`src/rtl/score_timer_ctrl_if.sv`:
```
// Game-side <-> run-control bundle for the survival-time display sequencer.
// The game logic owns the event inputs; the controller owns the strobes and status.
interface score_timer_ctrl_if #(
    parameter int TICK_W = 16
);
    logic              start;
    logic              stop;
    logic              pause;
    logic              chain_overflow;
    logic              digit_count;
    logic              digit_reset;
    logic              running;
    logic              paused;
    logic              maxed;
    logic [TICK_W-1:0] elapsed;
    logic [TICK_W-1:0] best;
    logic              new_best;

    modport master (
        output start, stop, pause, chain_overflow,
        input  digit_count, digit_reset, running, paused, maxed,
        input  elapsed, best, new_best
    );

    modport slave (
        input  start, stop, pause, chain_overflow,
        output digit_count, digit_reset, running, paused, maxed,
        output elapsed, best, new_best
    );
endinterface

```
`src/rtl/score_timer_ctrl.sv`:
```
// Run-control sequencer: paces count strobes into the decimal digit chain and
// runs the start/pause/stop/restart state machine, tracking elapsed and best ticks.
module score_timer_ctrl #(
    parameter int CLKS_PER_TICK = 5000000,
    parameter int TICK_W        = 16
) (
    input  logic                clk,
    input  logic                reset,
    score_timer_ctrl_if.slave   bus
);
    localparam int PRE_W = $clog2(CLKS_PER_TICK);
    localparam logic [PRE_W-1:0]  PRE_LAST = PRE_W'(CLKS_PER_TICK - 1);
    localparam logic [TICK_W-1:0] ELAPSED_MAX = {TICK_W{1'b1}};

    typedef enum logic [2:0] {
        S_IDLE,
        S_CLEAR,
        S_RUN,
        S_PAUSE,
        S_DONE,
        S_MAXED
    } state_t;

    state_t            state_q, state_d;
    logic [PRE_W-1:0]  presc_q, presc_d;
    logic [TICK_W-1:0] elapsed_q, elapsed_d;
    logic [TICK_W-1:0] best_q, best_d;
    logic              digit_count_q, digit_count_d;
    logic              digit_reset_q, digit_reset_d;
    logic              new_best_q, new_best_d;
    logic              running_q, paused_q, maxed_q;
    logic              tick;
    logic              run_active;

    assign tick       = (presc_q == PRE_LAST);
    assign run_active = (state_q == S_RUN) || (state_q == S_PAUSE);

    always_comb begin
        state_d       = state_q;
        presc_d       = presc_q;
        elapsed_d     = elapsed_q;
        best_d        = best_q;
        digit_count_d = 1'b0;
        digit_reset_d = 1'b0;
        new_best_d    = 1'b0;

        unique case (state_q)
            S_IDLE: begin
                if (bus.start) state_d = S_CLEAR;
            end
            S_CLEAR: begin
                digit_reset_d = 1'b1;
                presc_d       = '0;
                state_d       = S_RUN;
            end
            S_RUN: begin
                if (bus.chain_overflow)  state_d = S_MAXED;
                else if (bus.stop)       state_d = S_DONE;
                else if (bus.start)      state_d = S_CLEAR;
                else if (bus.pause)      state_d = S_PAUSE;
                else if (tick) begin
                    presc_d       = '0;
                    digit_count_d = 1'b1;
                    if (elapsed_q != ELAPSED_MAX) elapsed_d = elapsed_q + TICK_W'(1);
                end else begin
                    presc_d = presc_q + PRE_W'(1);
                end
            end
            S_PAUSE: begin
                if (bus.chain_overflow)  state_d = S_MAXED;
                else if (bus.stop)       state_d = S_DONE;
                else if (bus.start)      state_d = S_CLEAR;
                else if (!bus.pause)     state_d = S_RUN;
            end
            S_DONE, S_MAXED: begin
                if (bus.start) state_d = S_CLEAR;
            end
            default: state_d = S_IDLE;
        endcase

        // A new run starts from a clean slate the moment CLEAR is entered.
        if (state_d == S_CLEAR) begin
            elapsed_d = '0;
            presc_d   = '0;
        end

        // Best is only judged on the edge a run finishes; ties keep the old record.
        if (run_active && ((state_d == S_DONE) || (state_d == S_MAXED)) &&
            (elapsed_q > best_q)) begin
            best_d     = elapsed_q;
            new_best_d = 1'b1;
        end
    end

    always_ff @(posedge clk) begin
        if (reset) begin
            state_q       <= S_IDLE;
            presc_q       <= '0;
            elapsed_q     <= '0;
            best_q        <= '0;
            digit_count_q <= 1'b0;
            digit_reset_q <= 1'b0;
            new_best_q    <= 1'b0;
            running_q     <= 1'b0;
            paused_q      <= 1'b0;
            maxed_q       <= 1'b0;
        end else begin
            state_q       <= state_d;
            presc_q       <= presc_d;
            elapsed_q     <= elapsed_d;
            best_q        <= best_d;
            digit_count_q <= digit_count_d;
            digit_reset_q <= digit_reset_d;
            new_best_q    <= new_best_d;
            running_q     <= (state_d == S_RUN);
            paused_q      <= (state_d == S_PAUSE);
            maxed_q       <= (state_d == S_MAXED);
        end
    end

    assign bus.digit_count = digit_count_q;
    assign bus.digit_reset = digit_reset_q;
    assign bus.running     = running_q;
    assign bus.paused      = paused_q;
    assign bus.maxed       = maxed_q;
    assign bus.elapsed     = elapsed_q;
    assign bus.best        = best_q;
    assign bus.new_best    = new_best_q;
endmodule

```
`src/flat_wrapper.sv`:
```
// flat-port wrapper written by rule: the top's interface ports become plain ports
module score_timer_ctrl_flat 
#(
    parameter int CLKS_PER_TICK = 5000000,
    parameter int TICK_W        = 16
)
  (clk, reset, bus_start, bus_stop, bus_pause, bus_chain_overflow, bus_digit_count, bus_digit_reset, bus_running, bus_paused, bus_maxed, bus_elapsed, bus_best, bus_new_best);
  score_timer_ctrl_if #(.TICK_W(TICK_W)) bus_i ();
  input  logic clk;
  input  logic reset;
  input wire logic [$bits(bus_i.start)-1:0] bus_start;
  input wire logic [$bits(bus_i.stop)-1:0] bus_stop;
  input wire logic [$bits(bus_i.pause)-1:0] bus_pause;
  input wire logic [$bits(bus_i.chain_overflow)-1:0] bus_chain_overflow;
  output wire logic [$bits(bus_i.digit_count)-1:0] bus_digit_count;
  output wire logic [$bits(bus_i.digit_reset)-1:0] bus_digit_reset;
  output wire logic [$bits(bus_i.running)-1:0] bus_running;
  output wire logic [$bits(bus_i.paused)-1:0] bus_paused;
  output wire logic [$bits(bus_i.maxed)-1:0] bus_maxed;
  output wire logic [$bits(bus_i.elapsed)-1:0] bus_elapsed;
  output wire logic [$bits(bus_i.best)-1:0] bus_best;
  output wire logic [$bits(bus_i.new_best)-1:0] bus_new_best;
  assign bus_i.start = bus_start;
  assign bus_i.stop = bus_stop;
  assign bus_i.pause = bus_pause;
  assign bus_i.chain_overflow = bus_chain_overflow;
  assign bus_digit_count = bus_i.digit_count;
  assign bus_digit_reset = bus_i.digit_reset;
  assign bus_running = bus_i.running;
  assign bus_paused = bus_i.paused;
  assign bus_maxed = bus_i.maxed;
  assign bus_elapsed = bus_i.elapsed;
  assign bus_best = bus_i.best;
  assign bus_new_best = bus_i.new_best;
  score_timer_ctrl #(.CLKS_PER_TICK(CLKS_PER_TICK), .TICK_W(TICK_W)) u_core (.clk(clk), .reset(reset), .bus(bus_i));
endmodule
```
`config.mk`:
```
export PLATFORM = sky130hd
export DESIGN_NAME = score_timer_ctrl_flat
export DESIGN_NICKNAME = d
export VERILOG_FILES = /design/src/rtl/score_timer_ctrl_if.sv /design/src/rtl/score_timer_ctrl.sv /design/src/flat_wrapper.sv
export SDC_FILE = /design/constraint.sdc
export NUM_CORES = 1
export LEC_CHECK = 0
export CAP_MARGIN = 5
export CORE_MARGIN = 4
export CORE_UTILIZATION = 50
export CTS_BUF_LIST = sky130_fd_sc_hd__clkbuf_4
export CTS_CLUSTER_SIZE = 12
export DETAILED_ROUTE_END_ITERATION = 8
export GPL_TIMING_DRIVEN = 0
export PLACE_DENSITY = 0.8
export SETUP_SLACK_MARGIN = 0.4
export SYNTH_ARGS = -nofsm -noshare
export SYNTH_HDL_FRONTEND = slang
export SYNTH_SLANG_ARGS = --single-unit
```
`constraint.sdc`:
```
create_clock -name clk -period 2.6 [get_ports clk]
set_clock_uncertainty 0.1 [all_clocks]
set_input_delay 0.65 -clock clk [delete_from_list [all_inputs] [get_ports clk]]
set_output_delay 0.65 -clock clk [all_outputs]
set_load 0.01 [all_outputs]
```
==> results.md, run 1 <==
- Largest area contributor in the netlist: dfxtp_1
- Syn_area_per_cell: approximately 8.4 µm²
- Layout area overhead: 40.11%
- Type of the tightest min-delay check: reg -> reg
- Warnings from Yosys: 0
- CP max stage delay: ~0.51 ns
- Clk_lat worst skew: roughly 0.42 ns
- Max-Cap Viols: 0
- Total grt overflow: 0
- Pre-CTS WS: -0.5718 ns
- Die width: roughly 90 µm
- Largest net degree at the start of global routing: 11
- Delay-heaviest family, CP: simple AND/OR/NAND/NOR gates
- PortBufs: 42
- Worst path required time: ~2.9 ns
- Reg clk slew, reported paths: between 0.1 and 0.15 ns
- Hold_sp: u_core.bus.best[9]
- Total GRT Usage: between 20% and 30%
- Initial antenna violation count: 0
- Area of the mapped netlist: 3422 µm²
- CP Cell Sequence: or4b_4, nor3_2, nand4b_1, buf_6, buf_8, or4_4, a21oi_2
- R2R setup slack: roughly 0.35 ns
- Worst Setup SP: u_core.presc_q[21]
- Crit Path Max Fanout: 5
- Final setup viols: 0
- Main area contributors after synthesis: dfxtp_1, ha_1, nand2_1
- Netlist cell types: 49
- Die height: around 90 µm
- Post-DR wirelength/cell: around 18 µm
- Fmax: approximately 0.44 GHz
- Share of layout cells above drive strength 1: between 30% and 40%
- Syn Nets: approximately 430
- Hold-fix buffers, CTS: 0
- Async SR Flop Fraction: 0%
- Rel. slew slack: ~53%
- Arrival time worst endpoint: about 2.5 ns
- DRC violations left: 0
- Hold EP: u_core.bus.best[9]
- Worst Hold Depth: 2
- Setup WS post-layout: between 0.3 and 0.4 ns
- Static leakage: between 1.5 and 2 nW
- CP max stage cell: or4b_4
- CP Class: reg -> reg
- # nets final: approximately 500
- Vias in the first global route: 3318
- Most common cell in the netlist: dfxtp_1
- RR Endpoint: u_core.bus.elapsed[10]
- Worst-margin pin slew: roughly 0.71 ns
- Top post-synthesis cells by count: dfxtp_1, nand2_1, a21oi_1, nor2_1, inv_1
- Clock Tree Root: clkbuf_4
- Num CTS Buffers: 9
- Crit path launch type: register
- First-pass GRT wire length: 14900 µm
- Worst vdd ir: around 0.28 mV
- Core ar.: roughly 6500 µm²
- FF+latch count, synth: 64
- CP bufs+invs: 2
- Initial core utilization: around 53%
- Post-Synthesis Cells: between 400 and 500
- Minimum clock period: between 2 and 2.5 ns
- Outcome: completed
- Post-synth top flop: dfxtp_1
- Via count: approximately 3.6k
- Hpwl dp: roughly 6100 µm
- Total die area: approximately 8200 µm²
- Final ANT Viol Nets: 0
- Total power: roughly 1.7 mW
- Final Max Slew Viols: 0
- Final wirelength: just over 10000 µm
- RSZ-0062 raised after global routing: true
- Worst r2r src: u_core.presc_q[21]
- Diode count: 0
- Crit end category: register
- Drt initial violations: between 200 and 300
- Layout Utilization: 73.82%
- FP Rows: 29
- Post-synthesis sequential area ratio: 37.44%
- Final hold vios: 0
- # IOs: 44
- Fin crit share: 86.65%
- Routability cong.: about 0.84
- CTS tree: yes
- Clock tree buffer depth: 2
- Register-to-Register Path Depth: 7
- Cell Pwr Density: 347.9 nW/µm²
- Clk sinks: 64
- Vias per std cell: roughly 6.3
- CTS H-tree lvls: 3
- Post-synth EDFFs: 0
- Synth top area share: 37.44%
- Initial DRT Pass Iterations: 5
==> worst register-to-register path, stage by stage (launching register included) <==
cell	delay (ns)
dfxtp_4	0.37
or4b_4	0.51
nor3_2	0.15
nand4b_1	0.12
buf_6	0.16
buf_8	0.12
or4_4	0.49
a21oi_2	0.15
==> layer usage <==
metal	global-route usage, %	wire length [µm]	up-vias
li1	-	-	1660
met1	24.48	3943	1716
met4	8.929	276	0
met2	39.10	5388	165
met5	0	0	-
met3	5.917	612	29
==> timing repair <==
action / 4_1_cts / 5_1_grt
gates resized for setup: 68 / 100
gates cloned: 1 / 3
endpoints found under the setup margin: 71 / 64
pin swaps: 8 / 24
setup buffers: 15 / 11
==> flip-flops by register name, indices dropped and copies added, names as in the netlist <==
| register | flops |
|---|---|
| u_core.bus.digit_reset | 1 |
| u_core.bus.maxed | 1 |
| u_core.bus.running | 1 |
| u_core.bus.paused | 1 |
| u_core.bus.digit_count | 1 |
| u_core.bus.elapsed | 16 |
| u_core.state_q | 3 |
| u_core.bus.new_best | 1 |
| u_core.presc_q | 23 |
| u_core.bus.best | 16 |
==> how the worst max path moves through the flow <==
| stage | to | slack, ns | cells past startpoint |
|---|---|---|---|
| 2_1_floorplan | u_core.presc_q[20] | 0.36 | 6 |
| 3_3_place_gp | u_core.bus.elapsed[13] | -0.53 | 7 |
| 3_5_place_dp | u_core.bus.elapsed[10] | -0.57 | 7 |
| 4_1_cts | u_core.bus.elapsed[10] | 0.40 | 7 |
| 5_1_grt | u_core.bus.elapsed[11] | 0.20 | 7 |
| 6_report | u_core.bus.elapsed[10] | 0.35 | 7 |
==> placed cells by master (no fill, tap or decap), types with 5 or more instances in the layout <==
cell / n
nand4_1: 16
inv_2: 6
ha_4: 9
nand2_1: 50
nor4_1: 10
ha_1: 9
dfxtp_2: 27
clkdlybuf4s50_1: 38
clkinv_1: 5
or3_1: 7
or4_1: 7
buf_4: 21
xnor2_1: 6
o31ai_1: 7
nor2_1: 30
a21oi_2: 13
inv_1: 14
o31ai_2: 5
mux2i_1: 17
a21oi_1: 17
dfxtp_1: 27
or4_4: 9
nand3_1: 17
nor3_1: 5
buf_6: 11
xor2_1: 10
clkbuf_1: 5
clkbuf_4: 13
dfxtp_4: 10
==> through the flow <==
step / instances / setup TNS [ns] / instance area (µm²) / hold slack [ns]
after detailed placement: 526 / -13.69 / 3950 / 0.3633
after global placement: 526 / -12.14 / 3950 / 0.3580
after CTS: 557 / 0 / 4323 / 0.3675
final: 571 / 0 / 4795 / 0.3780
after floorplan: 407 / 0 / 3433 / 0.3576
after global routing: 571 / 0 / 4795 / 0.4056
==> cell type report <==
class                   instances  area [µm²]
repair buffers                 72       675.6
flip-flops and latches         64        1353
clock buffers                   9       67.56
plain buffers                  17       138.9
multi-input cells             305        2357
well taps                      77       96.34
inverters                      21       78.83
fillers                       441        1700
clock inverters                 6       27.53
==> logic make-up (layout without fill, tap and decap cells) <==
logic type               after synthesis  after routing  share of synthesized area [%]
AO/OA/AOI/OAI                         68             68                          12.65
AND/OR/NAND/NOR                      186            186                          29.84
flip-flops                            64             64                          37.44
XOR/XNOR                              16             16                          4.095
multiplexers                          17             17                          4.972
adder cells (fa/ha/maj)               18             18                          6.581
buffers and inverters                 38            125                          4.424
==> where the power goes <==
part	internal (mW)	switching (mW)
Sequential	0.974	0.00482
Combinational	0.0537	0.0941
Clock	0.177	0.364
No activity file was read; power rests on OpenSTA's default activity.
==> inputs of run 2 (changes only) <==
Settings changed: CAP_MARGIN 5 to 20.
==> results of run 2 <==
The final DEF is identical to that of run 1; final timing and power are the same.
